File: src/rtl/fir_tdm_scheduler.sv
// Time-division scheduler: serialises stereo pairs into a framed two-beat FIR sink
// stream with a one-deep pending slot, and reassembles filtered beats into stereo words.
module fir_tdm_scheduler #(
   parameter int IN_W  = 16,
   parameter int OUT_W = 24
) (
   input  logic             AMCLK_i,
   input  logic             ARST_i,
   input  logic [IN_W-1:0]  APDATA_LEFT_i,
   input  logic [IN_W-1:0]  APDATA_RIGHT_i,
   input  logic             APDATA_VALID_i,
   output logic [IN_W-1:0]  sink_data_o,
   output logic             sink_valid_o,
   output logic             sink_sop_o,
   output logic             sink_eop_o,
   input  logic [OUT_W-1:0] source_data_i,
   input  logic             source_valid_i,
   input  logic             source_sop_i,
   input  logic             source_eop_i,
   output logic [OUT_W-1:0] APDATA_INT_LEFT_o,
   output logic [OUT_W-1:0] APDATA_INT_RIGHT_o,
   output logic             APDATA_INT_VALID_o,
   input  logic             clr_status_i,
   output logic             overrun_o,
   output logic             proto_err_o
);

   typedef enum logic [1:0] {S_IDLE, S_SEND_L, S_SEND_R, S_GAP} state_t;

   state_t            r_state;
   state_t            w_next;
   logic              w_launch;
   logic              r_pend_full;
   logic [IN_W-1:0]   r_pend_l, r_pend_r;
   logic [IN_W-1:0]   r_frame_l, r_frame_r;
   logic              r_got_l;
   logic [OUT_W-1:0]  r_shadow_l;
   logic              w_ovr_set, w_err_set;

   assign w_launch = ((r_state == S_IDLE) || (r_state == S_GAP)) &&
                     (APDATA_VALID_i || r_pend_full);

   always_ff @(posedge AMCLK_i or posedge ARST_i) begin
      if (ARST_i) r_state <= S_IDLE;
      else        r_state <= w_next;
   end

   always_comb begin
      w_next = r_state;
      case (r_state)
         S_IDLE:   w_next = w_launch ? S_SEND_L : S_IDLE;
         S_SEND_L: w_next = S_SEND_R;
         S_SEND_R: w_next = S_GAP;
         S_GAP:    w_next = w_launch ? S_SEND_L : S_IDLE;
         default:  w_next = S_IDLE;
      endcase
   end

   // Sink outputs decode the state register and frame register only.
   always_comb begin
      sink_data_o  = '0;
      sink_valid_o = 1'b0;
      sink_sop_o   = 1'b0;
      sink_eop_o   = 1'b0;
      case (r_state)
         S_SEND_L: begin
            sink_data_o  = r_frame_l;
            sink_valid_o = 1'b1;
            sink_sop_o   = 1'b1;
         end
         S_SEND_R: begin
            sink_data_o  = r_frame_r;
            sink_valid_o = 1'b1;
            sink_eop_o   = 1'b1;
         end
         default: ;
      endcase
   end

   // Pending pair launches first; a simultaneous live pair refills the freed slot.
   assign w_ovr_set = APDATA_VALID_i && r_pend_full && !w_launch;

   always_ff @(posedge AMCLK_i or posedge ARST_i) begin
      if (ARST_i) begin
         r_pend_full <= 1'b0;
         r_pend_l    <= '0;
         r_pend_r    <= '0;
         r_frame_l   <= '0;
         r_frame_r   <= '0;
      end else if (w_launch) begin
         if (r_pend_full) begin
            r_frame_l   <= r_pend_l;
            r_frame_r   <= r_pend_r;
            r_pend_full <= APDATA_VALID_i;
            if (APDATA_VALID_i) begin
               r_pend_l <= APDATA_LEFT_i;
               r_pend_r <= APDATA_RIGHT_i;
            end
         end else begin
            r_frame_l <= APDATA_LEFT_i;
            r_frame_r <= APDATA_RIGHT_i;
         end
      end else if (APDATA_VALID_i) begin
         r_pend_full <= 1'b1;
         r_pend_l    <= APDATA_LEFT_i;
         r_pend_r    <= APDATA_RIGHT_i;
      end
   end

   assign w_err_set = source_valid_i &&
                      ((source_sop_i == source_eop_i) ||
                       (source_sop_i && r_got_l) ||
                       (source_eop_i && !r_got_l));

   always_ff @(posedge AMCLK_i or posedge ARST_i) begin
      if (ARST_i) begin
         r_got_l            <= 1'b0;
         r_shadow_l         <= '0;
         APDATA_INT_LEFT_o  <= '0;
         APDATA_INT_RIGHT_o <= '0;
         APDATA_INT_VALID_o <= 1'b0;
      end else begin
         APDATA_INT_VALID_o <= 1'b0;
         if (source_valid_i && source_sop_i && !source_eop_i) begin
            r_shadow_l <= source_data_i;
            r_got_l    <= 1'b1;
         end else if (source_valid_i && source_eop_i && !source_sop_i && r_got_l) begin
            APDATA_INT_LEFT_o  <= r_shadow_l;
            APDATA_INT_RIGHT_o <= source_data_i;
            APDATA_INT_VALID_o <= 1'b1;
            r_got_l            <= 1'b0;
         end
      end
   end

   // Set wins over a coincident clear.
   always_ff @(posedge AMCLK_i or posedge ARST_i) begin
      if (ARST_i) begin
         overrun_o   <= 1'b0;
         proto_err_o <= 1'b0;
      end else begin
         if (w_ovr_set)         overrun_o <= 1'b1;
         else if (clr_status_i) overrun_o <= 1'b0;
         if (w_err_set)         proto_err_o <= 1'b1;
         else if (clr_status_i) proto_err_o <= 1'b0;
      end
   end

endmodule

File: config.mk
export PLATFORM = sky130hd
export DESIGN_NAME = fir_tdm_scheduler
export DESIGN_NICKNAME = d
export VERILOG_FILES = /design/src/rtl/fir_tdm_scheduler.sv
export SDC_FILE = /design/constraint.sdc
export NUM_CORES = 1
export LEC_CHECK = 0
export ABC_AREA = 1
export CELL_PAD_IN_SITES_DETAIL_PLACEMENT = 1
export CELL_PAD_IN_SITES_GLOBAL_PLACEMENT = 1
export CORE_MARGIN = 4
export CORE_UTILIZATION = 34
export DETAILED_ROUTE_END_ITERATION = 8
export GPL_TIMING_DRIVEN = 0
export PLACE_DENSITY = 0.76
export RECOVER_POWER = 100
export SYNTH_ARGS = -nofsm -noshare
export SYNTH_HDL_FRONTEND = slang
export SYNTH_SLANG_ARGS = --single-unit
File: constraint.sdc
create_clock -name AMCLK_i -period 5.1 [get_ports AMCLK_i]
set_clock_uncertainty 0.1 [all_clocks]
set_input_delay 1.53 -clock AMCLK_i [delete_from_list [all_inputs] [get_ports AMCLK_i]]
set_output_delay 1.53 -clock AMCLK_i [all_outputs]
set_load 0.02 [all_outputs]
======== Yosys cells after proc, flatten, opt, wreduce, memory -nomap -nowiden ========
Index checks and enable logic that the tools add are counted.
storage, ports and cells
  input port bits ......................... 63
  output and inout port bits .............. 70
  bits in registers ....................... 143
cells by class
  muxes and demuxes ....................... 24
  bitwise operators ....................... 1
  reductions and logical operators ........ 27
  eq/ne operators ......................... 5
operator list
  kind                                                                   count
  16-bit 2-to-1 mux                                                      8
  16-bit case mux with 2 select lines                                    1
  1-bit 2-to-1 mux                                                       14
  1-bit logical AND                                                      11
  2-bit nonzero test                                                     4
  2-bit case mux with 3 select lines                                     1
  2-bit equality test, second input constant                             2
  1-bit zero test                                                        4
  1-bit logical OR                                                       4
  2-bit OR reduction                                                     2
  2-bit by 1-bit equality test with 1-bit output, second input constant  1
  2-bit zero test                                                        1
  2-bit by 1-bit != test with 1-bit output, second input constant        1
  2-bit AND reduction                                                    1
  1-bit equality test                                                    1
  1-bit NOT                                                              1

======== Logic depth before layout (Yosys ltp) ========
Gate-level depths: netlist of run 1.
  depth in word-level cells ............... 6
  depth in mapped cells ................... 8
  mapped depth without buffers ............ 7

======== Worst setup path before layout of run 1 ========
Ideal clock, no wire load.
  path kind ............................... register to output
  start point ............................. register r_state[0]
  end point ............................... output sink_data_o[0]
  buffers on the path ..................... 2
  slack ................................... 1.901 ns
  data required time ...................... 3.470 ns
  arrival time ............................ 1.569 ns
  cell stages (with the launch flop) ...... 7
  path through ............................ dfrtp_1 -> inv_1 -> ha_1 -> clkbuf_1 -> buf_2 -> nand2_1 -> a21oi_1
on the way
  word-level cells in the longest chain between the ends .. 2
ends and longest elaborated chain
  element                                                                                line  source
  start: declaration                                                                     30    state_t r_state;
  start signal: assignment                                                               45    else r_state <= w_next;
  2-bit equality test or 2-bit by 1-bit equality test with 1-bit output (tied branches)  65    case (r_state)
  16-bit case mux with 2 select lines (*)                                                65
  end: declaration                                                                       12    output logic [IN_W-1:0] sink_data_o,
Mark *: on every way between the ends. The rest lies on a longest branch, timed or not.

======== Worst setup path in the final report of run 1 ========
  start point ............................. register r_state[1]
  end point ............................... output sink_data_o[2]
The elaborated chain is that of the path after synthesis.

==> results of run 1 <==
worst paths after layout:
kind / slack, ns / from / to
max reg2reg: 2.95 / r_state[0] / r_pend_r[0]
min: 0.37 / APDATA_INT_LEFT_o[8] / APDATA_INT_LEFT_o[8]
min in group asynchronous: 1.86 / ARST_i / APDATA_INT_RIGHT_o[22]
max in group asynchronous: 2.20 / ARST_i / r_frame_l[9]
min reg2reg: 0.37 / APDATA_INT_LEFT_o[8] / APDATA_INT_LEFT_o[8]
max: 0.72 / r_state[1] / sink_data_o[2]
area by class of cell:
type                       instances  area [um2]
antenna                            1        2.50
buffer                            46         204
clock buffer                      18         429
clock inverter                    14         149
fill                            2186        9530
inverter                          67         253
multi-input combinational        520        2150
sequential                       143        3580
tap                              229         287
timing repair buffer             135        1380
routing by layer:
metal / vias to the layer above / track usage [%]
li1: 2689 / -
met3: 17 / 8.41
met2: 125 / 30.3
met5: - / 0
met1: 2660 / 22.7
met4: 6 / 4.61
cell usage after synthesis:
master | instances | area share (%)
ha_1 | 3 | 0.60
nand3_1 | 52 | 4.2
nand2_1 | 381 | 23
nor2_1 | 2 | 0.12
nand4_1 | 1 | 0.10
o21ai_0 | 30 | 2.4
nor2_2 | 3 | 0.30
buf_1 | 1 | 0.060
dfrtp_1 | 143 | 58
inv_2 | 1 | 0.060
o21ai_2 | 2 | 0.28
inv_1 | 66 | 4.0
a21oi_1 | 17 | 1.4
buf_2 | 27 | 2.2
clkbuf_1 | 11 | 0.66
o21ai_1 | 29 | 2.3
buf_4 | 7 | 0.84
worst min-delay path, stage by stage (launching register included):
cell     delay, ns
dfrtp_1       0.34
nand2_1       0.05
nand2_1       0.05
cells by family after synthesis:
kind of cell,after synthesis
and+or+nand+nor,439
buffers and inverters,113
adders and majority gates,3
AOI/OAI and AO/OA,78
DFF,143
power by group:
| part | total (uW) | internal (uW) | switching [uW] |
|---|---|---|---|
| registers | 1720 | 1510 | 212 |
| clock network | 1240 | 689 | 546 |
| logic | 1810 | 636 | 1180 |
| total | 4770 | 2840 | 1940 |
flip-flops by register name (all words and copies together) (netlist names):
signal / count
r_shadow_l: 24
r_pend_r: 16
r_frame_l: 16
r_pend_l: 16
r_frame_r: 16
APDATA_INT_RIGHT_o: 24
overrun_o: 1
APDATA_INT_LEFT_o: 24
r_state: 2
proto_err_o: 1
r_pend_full: 1
APDATA_INT_VALID_o: 1
r_got_l: 1
layout by cell type (no fill, tap or decap):
cell type,count
nand2_1,381
clkinvlp_4,2
clkinv_4,5
nand3_1,52
clkinvlp_2,1
buf_2,13
buf_4,4
clkdlybuf4s50_1,60
buf_12,3
inv_6,3
o21ai_0,39
dlygate4sd3_1,72
dfrtp_1,143
inv_1,65
nand4_1,1
clkinv_1,1
ha_1,3
nor2_2,1
inv_8,3
nor2_1,4
a21oi_1,17
buf_1,1
diode_2,1
bufinv_16,1
o21ai_1,21
o21ai_2,1
clkbuf_16,17
clkbuf_1,29
stage by stage:
| stage | cells | total power, uW | hold WS, ns | setup slack, ns |
|---|---|---|---|---|
| after floorplan | 776 | 2870 | 0.349 | 1.68 |
| after global placement | 1137 | 3610 | 0.353 | 0.267 |
| after detailed placement | 1140 | 3660 | 0.360 | 1.35 |
| after CTS | 1172 | 4940 | 0.380 | 0.889 |
| after global routing | 1173 | 5120 | 0.397 | 0.470 |
| final | 1173 | 4770 | 0.368 | 0.723 |
==> summary.txt, run 1 <==
Run status
  – Outcome: finished, violations left
  – Failing checks: max-capacitance violations, max-slew violations

Synthesis
  – Synth Instances: 776
  – Sequential area share after synthesis: 57.5%
  – Post-synthesis cell type count: 17
  – Synth Area per Inst: 8.02 um2
  – Largest family of logic cells by synthesized area: simple AND/OR/NAND/NOR gates
  – Post-Syn Area: 6220 um2
  – Simple-gate share of the synthesized area: 27.7%
  – XOR/XNOR Fraction of Synth Area: 0%
  – Yosys reg bits: 143
  – Number of synthesis warnings: 0
  – Portion of netlist area occupied by mux cells: 0%
  – Post-synthesis compound-gate area fraction: 6.40%
  – Synthesized Nets: 842
  – Synth Area in Adders: 0.603%

Floorplan
  – Number of top-level pins: 133
  – Core ar.: 18000 um2
  – DIE WIDTH: 143 um
  – Starting Density: 34.6%
  – Rows: 49
  – Die height: 143 um
  – Total die area: 20500 um2

Global route
  – Number of global-route vias before repair: 5769
  – Total grt overflow: 0
  – First-pass GRT wire length: 29800 um
  – Antenna violations before repair: 4
  – GRT Util Overall: 18.6%
  – Largest net degree at the start of global routing: 40

Run
  – Max-cap violations: 1

Critical path
  – Worst-path fanout max: 10
  – CP required: 3.47 ns
  – Cell Chain, Critical Path: inv_1 > ha_1 > clkbuf_1 > clkbuf_1 > nand2_1 > a21oi_1 > dlygate4sd3_1
  – Setup crit end kind: primary output
  – Max incr delay on CP: 0.72 ns
  – Worst path top cell family by delay: buffers and inverters
  – Worst Reg-to-Reg Cells: 8
  – Critical path depth: 7
  – Buffers and inverters on the worst path: 4
  – WS Path Type: register to primary output
  – Slowest cell on crit path: dlygate4sd3_1
  – CP Launch Type: register
  – Critical Path AT: 2.75 ns
  – Top cell by count, worst path: clkbuf_1

Clocking
  – CTS sink cnt: 143
  – H-tree Lvls: 4
  – Clock slew seen by the registers of the worst setup and hold paths: 0.07 ns
  – CTS Buffer Depth: 2
  – Total CTS buffers: 17
  – Hold Buf Count CTS: 0
  – Post-CTS resize count: 0
  – Postcts setup bufs: 0
  – Clock latency on the worst-skew pair: 0.42 ns
  – CTS tree: built
  – CTS root buffer: clkbuf_16

Detailed routing
  – DRC errors left: 0
  – Final wirelength: 18500 um
  – Met3 Wirelength: 1620 um
  – First drt pass iteration count: 4
  – Met2 WL: 8790 um
  – DR vias: 5497
  – Post-DR vias/cell: 4.69
  – WL met1: 7850 um
  – Routed WL per cell: 15.8 um
  – Top layer in use: met5
  – Antenna-violating nets left: 0
  – DRT iter0 DRCs: 216

Place
  – Dpl hpwl: 13400 um
  – Dpl cell area: 7890 um2
  – Routability cong.: 0.785
  – IO buf count: 132

Layout
  – Area delta synth->final: 35.6%
  – Design area: 8430 um2
  – Fin util: 46.9%
  – Layout Nets: 996
  – Layout cell share with drive strength beyond 1: 5.73%

Timing
  – Setup violators final: 0
  – Hold Violations, Final: 0
  – RSZ-0062 raised after global routing: no
  – Final period util: 85.8%
  – Setup TNS: 0 ns
  – Time the worst path needs with I/O delays and setup: 4.38 ns
  – Max Slew Vio Count: 30
  – Worst-margin pin slew: 1.64 ns
  – Relative slew slack: -10.2%
  – Fmax: 228 MHz

Power and ir drop
  – Peak supply drop: 0.308 mV
  – Leakage: 0.00446 uW
  – Pwr dens: 566 nW/um2

Worst hold path
  – Worst hold stages: 2
  – Worst hold-check path type: register to register
Note: power is estimated with default switching activity, not from simulation.
==> run 2: changes to the inputs <==
==> constraint.sdc (replaced) <==
create_clock -name AMCLK_i -period 5.1 [get_ports AMCLK_i]
set_clock_uncertainty 0.1 [all_clocks]
set_input_delay 0.765 -clock AMCLK_i [delete_from_list [all_inputs] [get_ports AMCLK_i]]
set_output_delay 0.765 -clock AMCLK_i [all_outputs]
set_load 0.02 [all_outputs]
==> summary.txt, run 2 (synthesis gave the netlist of run 1 again) <==
Clocking
  – Clock slew seen by the registers of the worst setup and hold paths: 0.06 ns
  – H-tree Lvls: 4
  – Post-CTS resize count: 0
  – CTS tree: built
  – CTS sink cnt: 143
  – CTS root buffer: clkbuf_16
  – CTS Buffer Depth: 2
  – Hold Buf Count CTS: 0
  – Postcts setup bufs: 0
  – Total CTS buffers: 17
  – Clock latency on the worst-skew pair: 0.42 ns

Power and ir drop
  – Switching pwr: 1920 uW
  – Pint: 2880 uW
  – Power share of the combinational group: 38.3%
  – Peak supply drop: 0.297 mV
  – Register share of total power: 35.9%
  – Sw Share: 40.1%
  – Pwr dens: 571 nW/um2
  – Leakage: 0.00446 uW
  – Clk pwr share: 25.8%

Global route
  – Largest net degree at the start of global routing: 77
  – First-pass GRT wire length: 30500 um
  – Number of global-route vias before repair: 5942
  – Total grt overflow: 0
  – GRT Util Overall: 18.9%
  – Antenna violations before repair: 1

Layout
  – Largest regs: APDATA_INT_LEFT_o: 24 flops, APDATA_INT_RIGHT_o: 24 flops, r_shadow_l: 24 flops
  – # diodes: 0
  – Commonest non-fill, non-tap cell in the layout: nand2_1
  – Layout cell share with drive strength beyond 1: 5.74%
  – Area delta synth->final: 35.2%
  – Layout Nets: 994
  – Design area: 8410 um2
  – Most frequent cells in the layout: nand2_1, dfrtp_1, dlygate4sd3_1
  – Fin util: 46.8%

Floorplan
  – Starting Density: 34.6%
  – Die height: 143 um
  – Total die area: 20500 um2
  – Number of top-level pins: 133
  – DIE WIDTH: 143 um
  – Core ar.: 18000 um2
  – Rows: 49

Detailed routing
  – Post-DR vias/cell: 4.71
  – Antenna-violating nets left: 0
  – Routed WL per cell: 16.0 um
  – DR vias: 5513
  – DRC errors left: 0
  – First drt pass iteration count: 4
  – Final wirelength: 18700 um
  – DRT iter0 DRCs: 254

Timing
  – Final period util: 71.9%
  – Time the worst path needs with I/O delays and setup: 3.67 ns
  – Setup TNS: 0 ns
  – Worst-margin pin slew: 3.21 ns
  – RSZ-0062 raised after global routing: no
  – Max Slew Vio Count: 68
  – Setup violators final: 0
  – Fmax: 273 MHz
  – Worst hold slack: 0.360 ns
  – Hold Violations, Final: 0
  – Relative slew slack: -115%

Critical path
  – Worst-path fanout max: 10
  – Critical Path AT: 2.80 ns
  – CP required: 4.24 ns
  – Worst Reg-to-Reg Cells: 8
  – CP Launch Type: register
  – Setup crit end kind: primary output
  – WS Path Type: register to primary output

Worst hold path
  – Worst hold stages: 2
  – Worst hold-check path type: register to register

Run status
  – Outcome: finished, violations left
  – Failing checks: max-capacitance violations, max-slew violations

Place
  – Dpl cell area: 7860 um2
  – IO buf count: 132
  – Dpl hpwl: 13400 um
  – Routability cong.: 0.825

Run
  – Max-cap violations: 1
-- run 2: area by class of cell --
class	instances	area, um2
Buffer	46	208
Clock buffer	17	425
Clock inverter	15	159
Fill cell	2173	9560
Inverter	67	253
Multi-Input combinational cell	520	2150
Sequential cell	143	3580
Tap cell	229	287
Timing Repair Buffer	133	1350
-- run 2: final timing paths --
kind	startpoint	end	slack (ns)
setup / recovery	r_state[0]	sink_data_o[12]	1.43
hold / removal	APDATA_INT_LEFT_o[17]	APDATA_INT_LEFT_o[17]	0.36
setup reg to reg	r_state[0]	r_pend_r[0]	2.97
hold reg to reg	APDATA_INT_LEFT_o[17]	APDATA_INT_LEFT_o[17]	0.36
max in group asynchronous	ARST_i	r_frame_r[8]	1.82
min in group asynchronous	ARST_i	r_pend_l[0]	1.63
-- run 2: power by group through the flow --
stage	Combinational [uW]	Clock [uW]	Sequential, uW
after floorplan	1080	0	1790
after detailed placement	1930	0	1740
after global routing	2070	1320	1770
after CTS	1950	1270	1730
after global placement	1880	0	1730
final	1840	1240	1720
-- run 2: per-stage QoR --
| step | setup WS [ns] | total power, uW | cells |
|---|---|---|---|
| floorplan | 0.397 | 2870 | 776 |
| global placement | -1.89 | 3610 | 1137 |
| detailed placement | 2.07 | 3670 | 1138 |
| CTS | 1.61 | 4950 | 1170 |
| global route | 1.23 | 5160 | 1170 |
| finish | 1.43 | 4800 | 1170 |
-- run 2: per-layer routing --
| metal | part of all wire (%) | routed length [um] | track usage [%] | vias to the layer above |
|---|---|---|---|---|
| li1 | - | - | - | 2684 |
| met1 | 42 | 7910 | 22.6 | 2675 |
| met2 | 48 | 9000 | 32.0 | 131 |
| met3 | 8.0 | 1500 | 6.80 | 21 |
| met4 | 1.4 | 260 | 5.80 | 2 |
| met5 | 0.070 | 13 | 0 | - |
-- run 2: critical path: stages, from the launching register on --
cell           delay, ns
dfrtp_1             0.40
inv_1               0.06
ha_1                0.16
clkbuf_1            0.29
clkbuf_1            0.39
nand2_1             0.16
a21oi_1             0.22
dlygate4sd3_1       0.70
==> run 3: changes to the inputs <==
Settings changed: CORE_UTILIZATION 34 to 37, PLACE_DENSITY 0.76 to 0.78.
Clock period 5.1 ns to 3.55 ns, I/O delays scaled along.
==> summary.txt, run 3 (synthesis gave the netlist of run 1 again) <==
Run status
  – Outcome: finished, violations left
  – Failing checks: max-capacitance violations, max-slew violations

Floorplan
  – Rows: 47
  – Starting Density: 37.6%
  – Total die area: 19000 um2
  – Core ar.: 16500 um2
  – Die height: 138 um
  – Number of top-level pins: 133
  – DIE WIDTH: 138 um

Global route
  – Met2 GRT Util: 35.0%
  – Largest net degree at the start of global routing: 42
  – GRT Util Overall: 21.1%
  – First-pass GRT wire length: 30700 um
  – Antenna violations before repair: 0
  – Met1 Use GR: 25.8%
  – GR Util met3: 6.68%
  – GRT busiest layer: met2
  – Total grt overflow: 0
  – Number of global-route vias before repair: 6008

Worst hold path
  – Worst hold-check path type: register to register

Timing
  – Worst hold slack: 0.370 ns
  – Relative slew slack: -10.7%
  – Hold Violations, Final: 0
  – Max Slew Vio Count: 38
  – Setup violators final: 0
  – Time the worst path needs with I/O delays and setup: 3.30 ns
  – Setup TNS: 0 ns
  – Final period util: 92.8%
  – Fmax: 303 MHz
  – RSZ-0062 raised after global routing: no
  – Worst-margin pin slew: 1.65 ns

Layout
  – Largest regs: APDATA_INT_LEFT_o: 24 flops, APDATA_INT_RIGHT_o: 24 flops, r_shadow_l: 24 flops
  – Area delta synth->final: 34.6%
  – Most frequent cells in the layout: nand2_1, dfrtp_1, dlygate4sd3_1
  – Commonest non-fill, non-tap cell in the layout: nand2_1
  – # diodes: 0
  – Layout Nets: 996
  – Design area: 8370 um2
  – Layout cell share with drive strength beyond 1: 5.94%

Clocking
  – H-tree Lvls: 4
  – CTS Buffer Depth: 2
  – Clock latency on the worst-skew pair: 0.43 ns
  – Total CTS buffers: 17
  – CTS tree: built
  – CTS root buffer: clkbuf_16
  – Clock slew seen by the registers of the worst setup and hold paths: 0.06 ns
  – CTS sink cnt: 143
  – Hold Buf Count CTS: 0
  – Post-CTS resize count: 0
  – Postcts setup bufs: 0

Critical path
  – Buffers and inverters on the worst path: 4
  – Crit path to: sink_data_o[3]
  – Critical Path AT: 2.66 ns
  – Critical Path Start: r_state[1]
  – CP required: 2.92 ns
  – WS Path Type: register to primary output
  – Worst-path fanout max: 10
  – Worst Reg-to-Reg Cells: 8
  – Worst R2R Setup Slack: 1.45 ns
  – CP Launch Type: register
  – Worst path top cell family by delay: buffers and inverters
  – Reg-to-reg startpoint: r_state[0]
  – Critical path depth: 7
  – Cell Chain, Critical Path: inv_1 > ha_1 > clkbuf_1 > clkbuf_2 > nand2_1 > a21oi_1 > dlygate4sd3_1
  – Reg2Reg Capture Point: r_pend_l[11]
  – Setup crit end kind: primary output
  – Max incr delay on CP: 0.70 ns
  – Slowest cell on crit path: dlygate4sd3_1

Power and ir drop
  – Pwr dens: 815 nW/um2
  – Leakage: 0.00444 uW
  – Peak supply drop: 0.481 mV

Place
  – IO buf count: 132
  – Dpl cell area: 7880 um2
  – Routability cong.: 0.793
  – Dpl hpwl: 13500 um

Detailed routing
  – DRC errors left: 0
  – DRT iter0 DRCs: 211
  – Final wirelength: 18700 um
  – Antenna-violating nets left: 0
  – First drt pass iteration count: 4
  – Post-DR vias/cell: 4.74
  – Routed WL per cell: 16.1 um
  – DR vias: 5518

Run
  – Max-cap violations: 1
run 3: cell count changes in the layout (fill, tap and decap cells not counted), sizes merged:
cell | before | now
dlygate4sd3 | 72 | 70
bufinv | 2 | 0
clkinv | 7 | 4
buf | 20 | 18
clkdlybuf4s50 | 60 | 62
clkbuf | 44 | 49
inv | 70 | 74
run 3: stage by stage:
step	util, %	std cells	worst slack [ns]	power [uW]
5_1_grt	50.7	1163	0.0953	7360
6_report	50.7	1163	0.254	6820
3_3_place_gp	47.3	1128	-0.251	5190
3_5_place_dp	47.7	1131	0.770	5270
2_1_floorplan	-	776	1.13	4120
4_1_cts	51.1	1163	0.299	7040
run 3: power by group:
group	internal [uW]	switching [uW]	leakage [uW]
sequential	2170	302	0.00179
clock	936	782	0.000274
combinational	923	1710	0.00237
run 3: how the worst min path moves through the flow:
stage,startpoint,end,slack (ns),cells after the start
finish,APDATA_INT_LEFT_o[15],APDATA_INT_LEFT_o[15],0.37,2
global route,APDATA_INT_LEFT_o[19],APDATA_INT_LEFT_o[19],0.38,2
CTS,APDATA_INT_LEFT_o[10],APDATA_INT_LEFT_o[10],0.38,2
detailed placement,APDATA_INT_LEFT_o[10],APDATA_INT_LEFT_o[10],0.36,2
global placement,APDATA_INT_LEFT_o[5],APDATA_INT_LEFT_o[5],0.35,2
floorplan,r_pend_r[10],r_pend_r[10],0.35,2
run 3: layout make-up:
class | count | area [um2]
Fill cell | 2024 | 8150
Sequential cell | 143 | 3580
Multi-Input combinational cell | 520 | 2150
Timing Repair Buffer | 135 | 1350
Clock buffer | 18 | 439
Tap cell | 220 | 275
Inverter | 67 | 253
Buffer | 46 | 204
Clock inverter | 14 | 123
run 3: worst reg2reg max path: stages (launching register included):
cell and delay (ns):
dfrtp_1 0.37, inv_1 0.05, ha_1 0.30, inv_1 0.19
nor2_1 0.07, nor2_1 0.27, clkbuf_1 0.48, nand2_1 0.14
nand2_1 0.09
run 3: per-layer routing:
layer | vias to the layer above | part of all wire (%)
li1 | 2690 | -
met1 | 2669 | 42
met2 | 133 | 49
met3 | 26 | 6.7
met4 | 0 | 2.1
met5 | - | 0
